--- src/rtl/fma_bypass_ctrl.sv ---
// FMA issue-side hazard/bypass controller: tracks in-flight destination
// tags, stalls or bypasses X/Y/Z sources and drives RF writeback.
module fma_bypass_ctrl #(
  parameter int LAT = 4,
  parameter int PRE = 3,
  parameter int RW  = 5
) (
  input  logic          clk,
  input  logic          reset,
  input  logic          flush,
  input  logic          issue_valid,
  output logic          issue_ready,
  input  logic [RW-1:0] xreg,
  input  logic [RW-1:0] yreg,
  input  logic [RW-1:0] zreg,
  input  logic          xuse,
  input  logic          yuse,
  input  logic          zuse,
  input  logic [RW-1:0] dreg,
  input  logic          dwen,
  input  logic [63:0]   pre_result,
  output logic [1:0]    bypsel,
  output logic [63:0]   wbypass,
  output logic          rf_we,
  output logic [RW-1:0] rf_waddr,
  output logic          busy,
  output logic [15:0]   byp_count
);

  logic [LAT:1]         vld_q, vld_d;
  logic [LAT:1][RW-1:0] tag_q, tag_d;
  logic [15:0]          cnt_q, cnt_d;

  logic [1:0] x_res, z_res;
  logic       y_stall;
  logic       accept;

  // Youngest matching tag wins: scan oldest to youngest, last hit sticks.
  // Result is {stall, bypass}.
  function automatic logic [1:0] src_chk(
    input logic [RW-1:0]         r,
    input logic                  u,
    input logic [LAT:1]          v,
    input logic [LAT:1][RW-1:0]  t
  );
    logic [1:0] res;
    res = 2'b00;
    for (int k = LAT; k >= 1; k--) begin
      if (u && v[k] && (t[k] == r)) begin
        res[0] = (k == PRE);
        res[1] = (k != PRE) && (k != LAT);
      end
    end
    return res;
  endfunction

  always_comb begin
    x_res   = src_chk(xreg, xuse, vld_q, tag_q);
    z_res   = src_chk(zreg, zuse, vld_q, tag_q);
    y_stall = 1'b0;
    for (int k = 1; k < LAT; k++) begin
      if (yuse && vld_q[k] && (tag_q[k] == yreg))
        y_stall = 1'b1;
    end
    issue_ready = ~flush & ~x_res[1] & ~z_res[1] & ~y_stall;
    accept      = issue_valid & issue_ready;
    bypsel      = {accept & z_res[0], accept & x_res[0]};
  end

  always_comb begin
    vld_d    = '0;
    tag_d    = tag_q;
    vld_d[1] = accept & dwen;
    tag_d[1] = dreg;
    for (int k = 2; k <= LAT; k++) begin
      vld_d[k] = vld_q[k-1] & ~flush;
      tag_d[k] = tag_q[k-1];
    end
    cnt_d = cnt_q;
    if (accept && (bypsel != 2'b00) && (cnt_q != 16'hFFFF))
      cnt_d = cnt_q + 16'd1;
  end

  always_ff @(posedge clk or posedge reset) begin
    if (reset) begin
      vld_q <= '0;
      tag_q <= '0;
      cnt_q <= '0;
    end else begin
      vld_q <= vld_d;
      tag_q <= tag_d;
      cnt_q <= cnt_d;
    end
  end

  assign wbypass   = pre_result;
  assign rf_we     = vld_q[LAT];
  assign rf_waddr  = tag_q[LAT];
  assign busy      = |vld_q;
  assign byp_count = cnt_q;

endmodule
--- config.mk ---
export PLATFORM = sky130hd
export DESIGN_NAME = fma_bypass_ctrl
export DESIGN_NICKNAME = d
export VERILOG_FILES = /design/src/rtl/fma_bypass_ctrl.sv
export SDC_FILE = /design/constraint.sdc
export NUM_CORES = 1
export LEC_CHECK = 0
export BUFFER_PORTS_ARGS = -buffer_cell sky130_fd_sc_hd__buf_2
export CORE_MARGIN = 1.5
export CORE_UTILIZATION = 46
export CTS_BUF_LIST = sky130_fd_sc_hd__clkbuf_8
export DETAILED_ROUTE_END_ITERATION = 7
export PLACE_DENSITY = 0.89
export SLEW_MARGIN = 10
export SYNTH_ARGS = -nofsm -noshare
export SYNTH_HDL_FRONTEND = slang
export SYNTH_SLANG_ARGS = --single-unit
--- constraint.sdc ---
create_clock -name clk -period 4.3 [get_ports clk]
set_clock_uncertainty 0.05 [all_clocks]
set_input_delay 0.645 -clock clk [delete_from_list [all_inputs] [get_ports clk]]
set_output_delay 0.645 -clock clk [all_outputs]
set_load 0.005 [all_outputs]
==> results of run 1 <==
## flip-flops by register name, indices dropped and copies added (netlist names)
name and flops:
vld_q 4, byp_count 16, tag_d 15, rf_waddr 5
## power by group through the flow
stage	logic [µW]	registers [µW]	clock network (µW)
detailed placement	83.0	408	0
finish	83.6	400	308
global route	91.1	402	326
floorplan	96.8	405	0
global placement	81.7	407	0
CTS	84.2	400	315
## cells in the mapped netlist (2+ instances only)
cell type  count  area share (%)
inv_1          2            0.29
nor3_2         4             1.6
nor2b_1        3            0.73
nor4_2         4             2.0
xnor2_1       33              11
nand4_1       13             3.2
and3_1         4            0.98
nor2_1         6            0.88
buf_6          3             1.3
xor2_1        26             8.9
nand2_1        6            0.88
o22a_1         2            0.68
nor4_1         4            0.98
nor4b_1        2            0.68
nand3_1       11             2.2
buf_4         64              19
dfrtp_1       40              39
## logic make-up (layout without fill, tap and decap cells)
logic type | count (synthesis) | count (layout) | share of synthesized area (%)
buf+inv | 69 | 64 | 20.38
xor+xnor | 59 | 59 | 20.19
fa+ha+maj | 1 | 1 | 0.4887
flops | 40 | 40 | 39.10
simple gates | 66 | 66 | 17.94
compound gates | 3 | 3 | 1.075
mux | 2 | 2 | 0.8309
## metrics by stage
step                cells  utilization, %  setup slack (ns)  cell area [µm²]  power, µW
floorplan             240               -             2.072             2560      501.7
global placement      297           45.94             1.623             2406      488.8
detailed placement    297           45.94             1.575             2406      490.5
CTS                   305           48.07             1.601             2517      799.0
global route          305           48.07             1.553             2517      819.3
finish                305           48.07             1.615             2517      791.8
## worst max-delay path, cell delays in order
cell and delay, ns:
buf_2 0.13, xor2_1 0.17, nor4_1 0.33, nand4_1 0.14, and4_4 0.22, nand3_1 0.14, nor2_1 0.07, buf_2 0.13
## layer usage
metal	routed length [µm]	share of wire (%)	up-vias
met4	159	3.0	0
met2	2436	47	85
li1	-	-	732
met1	2156	41	781
met5	0	0	-
met3	481	9.2	28
## layout make-up
class                           instances  area [µm²]  share of cell area (%)
Sequential cell                        40        1001                   39.76
Inverter                                2       7.507                  0.2982
Timing Repair Buffer                   54       272.8                   10.84
Tap cell                               70       87.58                   3.479
Multi-Input combinational cell        131        1037                   41.20
Clock buffer                            5       68.82                   2.734
Clock inverter                          3       42.54                   1.690
## worst min-delay path by stage
stage,from,to,slack (ns),cells past startpoint
2_1_floorplan,tag_d[16],rf_waddr[1],0.39,0
3_3_place_gp,tag_d[18],rf_waddr[3],0.41,0
3_5_place_dp,tag_d[15],rf_waddr[0],0.41,0
4_1_cts,dreg[4],tag_d[9],0.39,1
5_1_grt,dreg[0],tag_d[5],0.38,1
6_report,reset,byp_count[2],0.40,3
==> metrics, run 1 <==
vias in the first global route between 1500 and 2000; Post-synth EDFFs 0; FF-to-FF setup slack 1.86 ns; Post-synth top flop dfrtp_1; Routability Congestion around 0.9; Setup crit end kind output pin; GR Overflow Total 0; Avg WL per Cell roughly 17 µm; HPWL Detailed roughly 4000 µm; Critical Path Sink bypsel[0]; worst slew pin tran about 0.75 ns; Ports about 180; Root Buffer clkbuf_8; Reg-to-Reg End byp_count[1]; Std-Cell Rows 26; highest-count cells in the layout ignoring fill and taps 53 x buf_2, 40 x dfrtp_1, 33 x xnor2_1, 26 x xor2_1, 13 x nand4_1; vias per inst around 5.3; Clock Latency Late Sink 0.30 ns; unrepaired setup endpoints after global routing false; CP Class in2out; worst hold slack 0.3988 ns; setup violators final 0; Die X roughly 78 µm; final hold violations 0; Seq cells post-synth 40; gr busiest metal met2; status finished, final reports clean; Slew headroom 50.26%; Post-DRT Antenna Nets 0; worst path required time ~3.6 ns; post-CTS setup buffers 0; syn nets ~330; Initial Utilization about half; Clock Path Buffers 2; VDD IR max ~0.21 mV; layout cells sized above 1 32.34%; # resized after CTS 0; Layout fillers approximately 480; GR Util met3 approximately 6.4%; chip height slightly below 80 µm; Die Area 0.006022 mm²; worst r2r src tag_d[10]; first-pass GRT wire length ~8500 µm; crit path time final ~2.7 ns; CTS buffer count 5; commonest non-fill, non-tap cell in the layout buf_2; CP Max Fanout 3; Max Clock Freq between 300 and 400 MHz; GR Util met1 21.58%; post-synthesis sequential area ratio between 30 and 40%; R2R depth 7; core area 0.005238 mm²; IO buf count 53; Min-Delay Path Class in2async; clock sinks 40; synthesized netlist cell count between 200 and 250; # hold bufs at CTS 0; Net Sw Frac approximately a quarter; Cell variety after synth 30; Routed WL around 5200 µm; Logic pwr share 10.6%; Setup TNS 0 ns; Data arrival, critical path around 2 ns; H-tree depth 2; Mapped Area 0.002560 mm²; Internal approximately 600 µW; largest net degree at the start of global routing 41; Synth Area per Inst ~11 µm²; met2 Use GR 28.26%; Clock Power Share between 30% and 40%; CP Launch Type input pin; Layout area overhead -1.662%; static leakage 0.001177 µW; Synth warnings 0; diodes inserted 0; Reg power frac between 50 and 60%; P per Cell Area 314.5 mW/mm²; Async SR Flop Fraction 100.0%; CTS tree yes; Worst Setup SP yreg[2]; reported net switching power ~190 µW; Reg clk slew, reported paths roughly 0.08 ns; Initial DRT Pass Iterations 4; DRC viols 0; Max Cap Viol 0; fin nets about 330; routed vias 1626; Overall Global Routing Usage between 10% and 20%; Final Cycle Share about 62%; initial antenna violation count 0; Slew Limit Fails 0; DR iter-0 viols 96
No activity file was read; power rests on OpenSTA's default activity.
==> run 2: changes to the inputs <==
--- a/config.mk
+++ b/config.mk
@@ -5,12 +5,13 @@
 export SDC_FILE = /design/constraint.sdc
 export NUM_CORES = 1
 export LEC_CHECK = 0
+export ABC_AREA = 1
 export BUFFER_PORTS_ARGS = -buffer_cell sky130_fd_sc_hd__buf_2
 export CORE_MARGIN = 1.5
-export CORE_UTILIZATION = 46
+export CORE_UTILIZATION = 41
 export CTS_BUF_LIST = sky130_fd_sc_hd__clkbuf_8
 export DETAILED_ROUTE_END_ITERATION = 7
-export PLACE_DENSITY = 0.89
+export PLACE_DENSITY = 0.8
 export SLEW_MARGIN = 10
 export SYNTH_ARGS = -nofsm -noshare
 export SYNTH_HDL_FRONTEND = slang
==> constraint.sdc (replaced) <==
create_clock -name clk -period 2.24 [get_ports clk]
set_clock_uncertainty 0.05 [all_clocks]
set_input_delay 0.336 -clock clk [delete_from_list [all_inputs] [get_ports clk]]
set_output_delay 0.336 -clock clk [all_outputs]
set_load 0.005 [all_outputs]
==> metrics, run 2 <==
highest-count cells in the layout ignoring fill and taps 147 x nand2_1, 53 x buf_2, 42 x inv_1, 42 x nor2_1, 37 x dfrtp_1; final hold violations 0; CP Class reg2out; Post-synth top flop dfrtp_1; R2R depth 9; clock sinks 40; worst path required time ~1.9 ns; initial antenna violation count 0; largest net degree at the start of global routing 41; max reg flops 16; Internal 1064 µW; Clock Path Buffers 2; first-pass GRT wire length around 11000 µm; worst slew pin tran ~0.51 ns; Std-Cell Rows 31; Max Cap Viol 0; VDD IR max approximately 0.3 mV; Simple-Gate Fraction of Synth Area 35.11%; Avg WL per Cell 12.91 µm; Net Sw Frac roughly 28%; critical path's slowest cell dfrtp_1; Clock Power Share 35.3%; Synth warnings 0; final instance area 0.003039 mm²; Synth area leader dfrtp_1; Overall Global Routing Usage about a fifth; setup ws final 0.07337 ns; Cell Area, Placed ~0.0029 mm²; synthesized netlist cell count approximately 430; DR iter-0 viols 173; CP Max Fanout 5; Routability Congestion a little under 1; crit path cell chain inv_1 > nand2_1 > nand2_1 > nor2_1 > nand3_2 > nand2_2 > nor2_4 > nand2_1 > inv_1 > buf_2; most used cell, CP nand2_1; Max Clock Freq approximately 460 MHz; most frequent cell after synthesis nand2_1; fin nets between 500 and 600; CTS tree yes; CTS buffer count 5; syn nets 524; Ports between 150 and 200; Async SR Flop Fraction 100.0%; vias per inst roughly 5; Crit path largest cell delay ~0.43 ns; Setup Slack @ Placement roughly 0.25 ns; Critical Path Sink issue_ready; Die Area roughly 0.0078 mm²; Synth Area per Inst ~7.0 µm²; HPWL Detailed roughly 5200 µm; commonest non-fill, non-tap cell in the layout nand2_1; Root Buffer clkbuf_8; Setup crit end kind output pin; Routed WL ~7000 µm; Post-Synth Adder-Cell Area less than 1%; P per Cell Area 488.0 mW/mm²; Slew headroom approximately two thirds; synth top area cells dfrtp_1 33%, nand2_1 18%, buf_4 16%; Synth Area in Compound Gates ~3.4%; post-synthesis sequential area ratio 33.32%; Initial Utilization 41.87%; Crit. path cell count 10; CP Buf/Inv Count 3; Min-Delay Path Class in2async; Initial DRT Pass Iterations 4; layout cells sized above 1 between 20% and 30%; Synth Area in XOR/XNOR under 10%; area share of the largest cell type after synthesis between 30 and 40%; Post-DRT Antenna Nets 0; reported net switching power 419.5 µW; H-tree depth 2; Clock Latency Late Sink around 0.3 ns; Layout area overhead 1.166%; Slew Limit Fails 0; Reg power frac approximately 52%; CP delay by family, top simple AND/OR/NAND/NOR gates; Final Cycle Share a little over nine tenths; diodes inserted 0; Post-synth EDFFs 0; Reg area 0.001005 mm²; Die X roughly 89 µm; Worst Setup SP tag_d[6]; Reg-to-Reg End byp_count[1]; status finished, final reports clean; main combinational cell family by area after synthesis simple AND/OR/NAND/NOR gates; worst r2r src byp_count[0]; vias in the first global route about 2500; commonest cells in the netlist 148 x nand2_1, 64 x buf_4, 44 x nor2_1; GR Overflow Total 0; static leakage approximately 0.0017 µW; Logic pwr share 13.0%; # hold bufs at CTS 0; multi-input gate area in the final layout between 0.001 and 0.0015 mm²; setup violators final 0; crit path time final roughly 2.2 ns; core area 0.007176 mm²; chip height between 80 and 90 µm; DRC viols 0; CP Launch Type flip-flop; Cell variety after synth 28; IO buf count 53; routed vias about 2600; Data arrival, critical path 1.78 ns; Seq cells post-synth 40; Layout fillers roughly 740; FF-to-FF setup slack between 0.2 and 0.3 ns; Mapped Area around 0.0030 mm²; Reg clk slew, reported paths 0.09 ns; mux cell area share after synthesis 0%
run 2: cell types whose count changed after synthesis, sizes merged, moves of 4 or more:
cell	delta
nand3	+22
xor2	-16
nor2	+43
o22ai	+5
o21ai	+5
and3	-4
nand2	+145
inv	+50
nand4	-12
xnor2	-28
nor4	-8
run 2: how the worst min path moves through the flow:
stage	from	endpoint
after floorplan	dreg[0]	tag_d[5]
after global placement	tag_d[9]	tag_d[14]
after detailed placement	tag_d[9]	tag_d[14]
after CTS	dreg[1]	tag_d[6]
after global routing	dreg[1]	tag_d[6]
final	reset	byp_count[5]
run 2: metal layers:
metal | global-route usage (%) | share of wire (%) | vias to the layer above | routed length, µm
met5 | 0 | 0 | - | 0
li1 | - | - | 1246 | -
met1 | 22.19 | 40 | 1194 | 2740
met2 | 32.55 | 49 | 116 | 3371
met3 | 5.597 | 8.8 | 21 | 599
met4 | 5.398 | 1.6 | 0 | 107
run 2: logic make-up after synthesis:
logic type	count (synthesis)
compound gates	13
xor+xnor	15
fa+ha+maj	1
buf+inv	119
flops	40
simple gates	243
run 2: tightest hold or removal path: stages:
cell and delay, ns:
buf_2 0.09, inv_1 0.04, buf_4 0.42
run 2: final cells by class:
cell class	count	share of cell area, %
tap	99	4.076
multi-input combinational	272	43.52
inverter	52	6.422
clock inverter	2	0.4940
timing repair buffer	57	9.716
clock buffer	6	2.717
sequential	40	33.06
run 2: power by group through the flow:
stage	Sequential, µW	Clock (µW)	Combinational, µW
6_report	767	523	193
3_3_place_gp	780	0	183
5_1_grt	770	582	220
4_1_cts	766	540	187
3_5_place_dp	780	0	186
2_1_floorplan	775	0	204
run 2: timing repair:
action                     CTS  global route
buffers inserted             0             3
resized for setup            0             9
hold endpoints to repair     0             0
setup endpoints to repair    0             3
run 2: stage by stage:
stage	hold slack [ns]	TNS (ns)	cells	power, µW	util, %
detailed placement	0.3810	0	517	966.3	40.31
floorplan	0.3174	0	431	978.5	-
global route	0.07019	-0.01580	528	1572	42.35
finish	0.08180	0	528	1483	42.35
global placement	0.3735	0	517	962.2	40.31
CTS	0.07379	0	525	1494	41.67
==> run 3: changes to the inputs <==
--- a/config.mk
+++ b/config.mk
@@ -7,11 +7,13 @@
 export LEC_CHECK = 0
 export ABC_AREA = 1
 export BUFFER_PORTS_ARGS = -buffer_cell sky130_fd_sc_hd__buf_2
+export CAP_MARGIN = 5
 export CORE_MARGIN = 1.5
 export CORE_UTILIZATION = 41
 export CTS_BUF_LIST = sky130_fd_sc_hd__clkbuf_8
 export DETAILED_ROUTE_END_ITERATION = 7
 export PLACE_DENSITY = 0.8
+export RECOVER_POWER = 100
 export SLEW_MARGIN = 10
 export SYNTH_ARGS = -nofsm -noshare
 export SYNTH_HDL_FRONTEND = slang
==> constraint.sdc (replaced) <==
create_clock -name clk -period 2.24 [get_ports clk]
set_clock_uncertainty 0.05 [all_clocks]
set_input_delay 0.672 -clock clk [delete_from_list [all_inputs] [get_ports clk]]
set_output_delay 0.672 -clock clk [all_outputs]
set_load 0.005 [all_outputs]
==> metrics, run 3 (synthesis gave the netlist of run 2 again) <==
final hold violations 0; Overall Global Routing Usage 19.07%; core area between 0.007 and 0.008 mm²; CP Max Fanout 4; Finished Core Util between 40% and 50%; setup violators final 3; H-tree depth 2; Setup crit end kind output pin; largest net degree at the start of global routing 41; static leakage 0.001876 µW; HPWL Detailed about 5400 µm; IO buf count 53; Post-Place Cells 530; Routability Congestion 0.9259; Initial DRT Pass Iterations 4; worst path required time 1.52 ns; failing checks setup timing; GR Overflow Total 0; multi-input gate area in the final layout 0.001405 mm²; Final Cycle Share 107.0%; chip height between 80 and 90 µm; FF-to-FF setup slack ~0.26 ns; Die X roughly 90 µm; crit path time final roughly 2.4 ns; Die Area around 0.0078 mm²; Data arrival, critical path 1.68 ns; Layout fillers 687; Slew headroom approximately 65%; diodes inserted 0; layout cells sized above 1 ~37%; first-pass GRT wire length between 10000 and 15000 µm; CTS buffer count 5; Post-DRT Antenna Nets 0; vias in the first global route 2453; VDD IR max between 0.2 and 0.25 mV; CP Launch Type input pin; status complete, but fails checks; Min-Delay Path Class reg2reg; final cell count without fillers 552; total power 1715 µW; Root Buffer clkbuf_8; Clock Path Buffers 2; unrepaired setup endpoints after global routing true; Initial Utilization about two fifths; initial antenna violation count 0; Reg clk slew, reported paths about 0.070 ns; Layout area overhead 13.16%; CP Class in2out; Ports roughly 180; Max Cap Viol 0; CTS tree yes; DR iter-0 viols around 160; final instance area ~0.0034 mm²; fin nets 546; max reg flops 16; highest-count cells in the layout ignoring fill and taps 135 x nand2_1, 46 x buf_2, 33 x nor2_1, 33 x dfrtp_1, 30 x buf_4; Clock Latency Late Sink 0.29 ns; Routed WL ~7200 µm; # hold bufs at CTS 0; Max Clock Freq 417.1 MHz; worst slew pin tran approximately 0.53 ns; clock sinks 40; Std-Cell Rows 31; Setup Slack @ Placement -0.2328 ns; setup ws final -0.1572 ns; Avg WL per Cell roughly 13 µm; vias per inst around 4.8; DRC viols 0; routed vias about 2600; Slew Limit Fails 0; commonest non-fill, non-tap cell in the layout nand2_1; Cell Area, Placed about 0.003 mm²; P per Cell Area around 500 mW/mm²; Reg area between 0.001 and 0.0015 mm²
run 3: path summary, 6_finish.rpt:
check,start,end,cells after the start
max,zreg[1],bypsel[1],11
min,tag_d[14],tag_d[19],0
max reg2reg,tag_d[6],byp_count[6],14
min reg2reg,tag_d[14],tag_d[19],0
max in group asynchronous,reset,tag_d[10],3
min in group asynchronous,reset,tag_d[12],3
run 3: through the flow:
step,setup TNS [ns],hold WS (ns)
2_1_floorplan,0,0.3446
3_3_place_gp,-0.5903,0.3756
3_5_place_dp,-1.074,0.3767
4_1_cts,-0.4439,0.4073
5_1_grt,-0.7306,0.4018
6_report,-0.4418,0.3867
run 3: layout make-up:
| type | instances | share of cell area [%] |
|---|---|---|
| Clock inverter | 2 | 1.767 |
| Inverter | 52 | 5.889 |
| Timing Repair Buffer | 82 | 15.64 |
| Sequential cell | 40 | 29.70 |
| Clock buffer | 5 | 2.024 |
| Tap cell | 99 | 3.644 |
| Multi-Input combinational cell | 272 | 41.33 |
run 3: power breakdown:
group          switching (µW)  internal, µW  total (µW)
sequential               25.5           743         769
clock                     263           439         702
combinational             141           103         244
total                     429          1290        1720
run 3: timing repair:
item / 4_1_cts / 5_1_grt
resized for setup: 19 / 53
gates cloned: 0 / 0
pin swaps: 11 / 25
endpoints found under the setup margin: 3 / 3
buffers inserted: 7 / 8
run 3: routing by layer:
layer | routed length, µm | global-route usage, % | vias up
met5 | 0 | 0 | -
met4 | 167 | 6.392 | 0
met3 | 487 | 4.664 | 27
met2 | 3536 | 32.34 | 104
met1 | 2987 | 23.81 | 1210
li1 | - | - | 1296
run 3: worst max-delay path: stages:
cell	delay, ns
buf_4	0.13
inv_2	0.07
nand2_1	0.06
nand2_1	0.07
nor2_1	0.05
nand3_2	0.07
nand2_2	0.08
nor2_4	0.14
nand3_4	0.11
nor2_2	0.10
buf_2	0.12
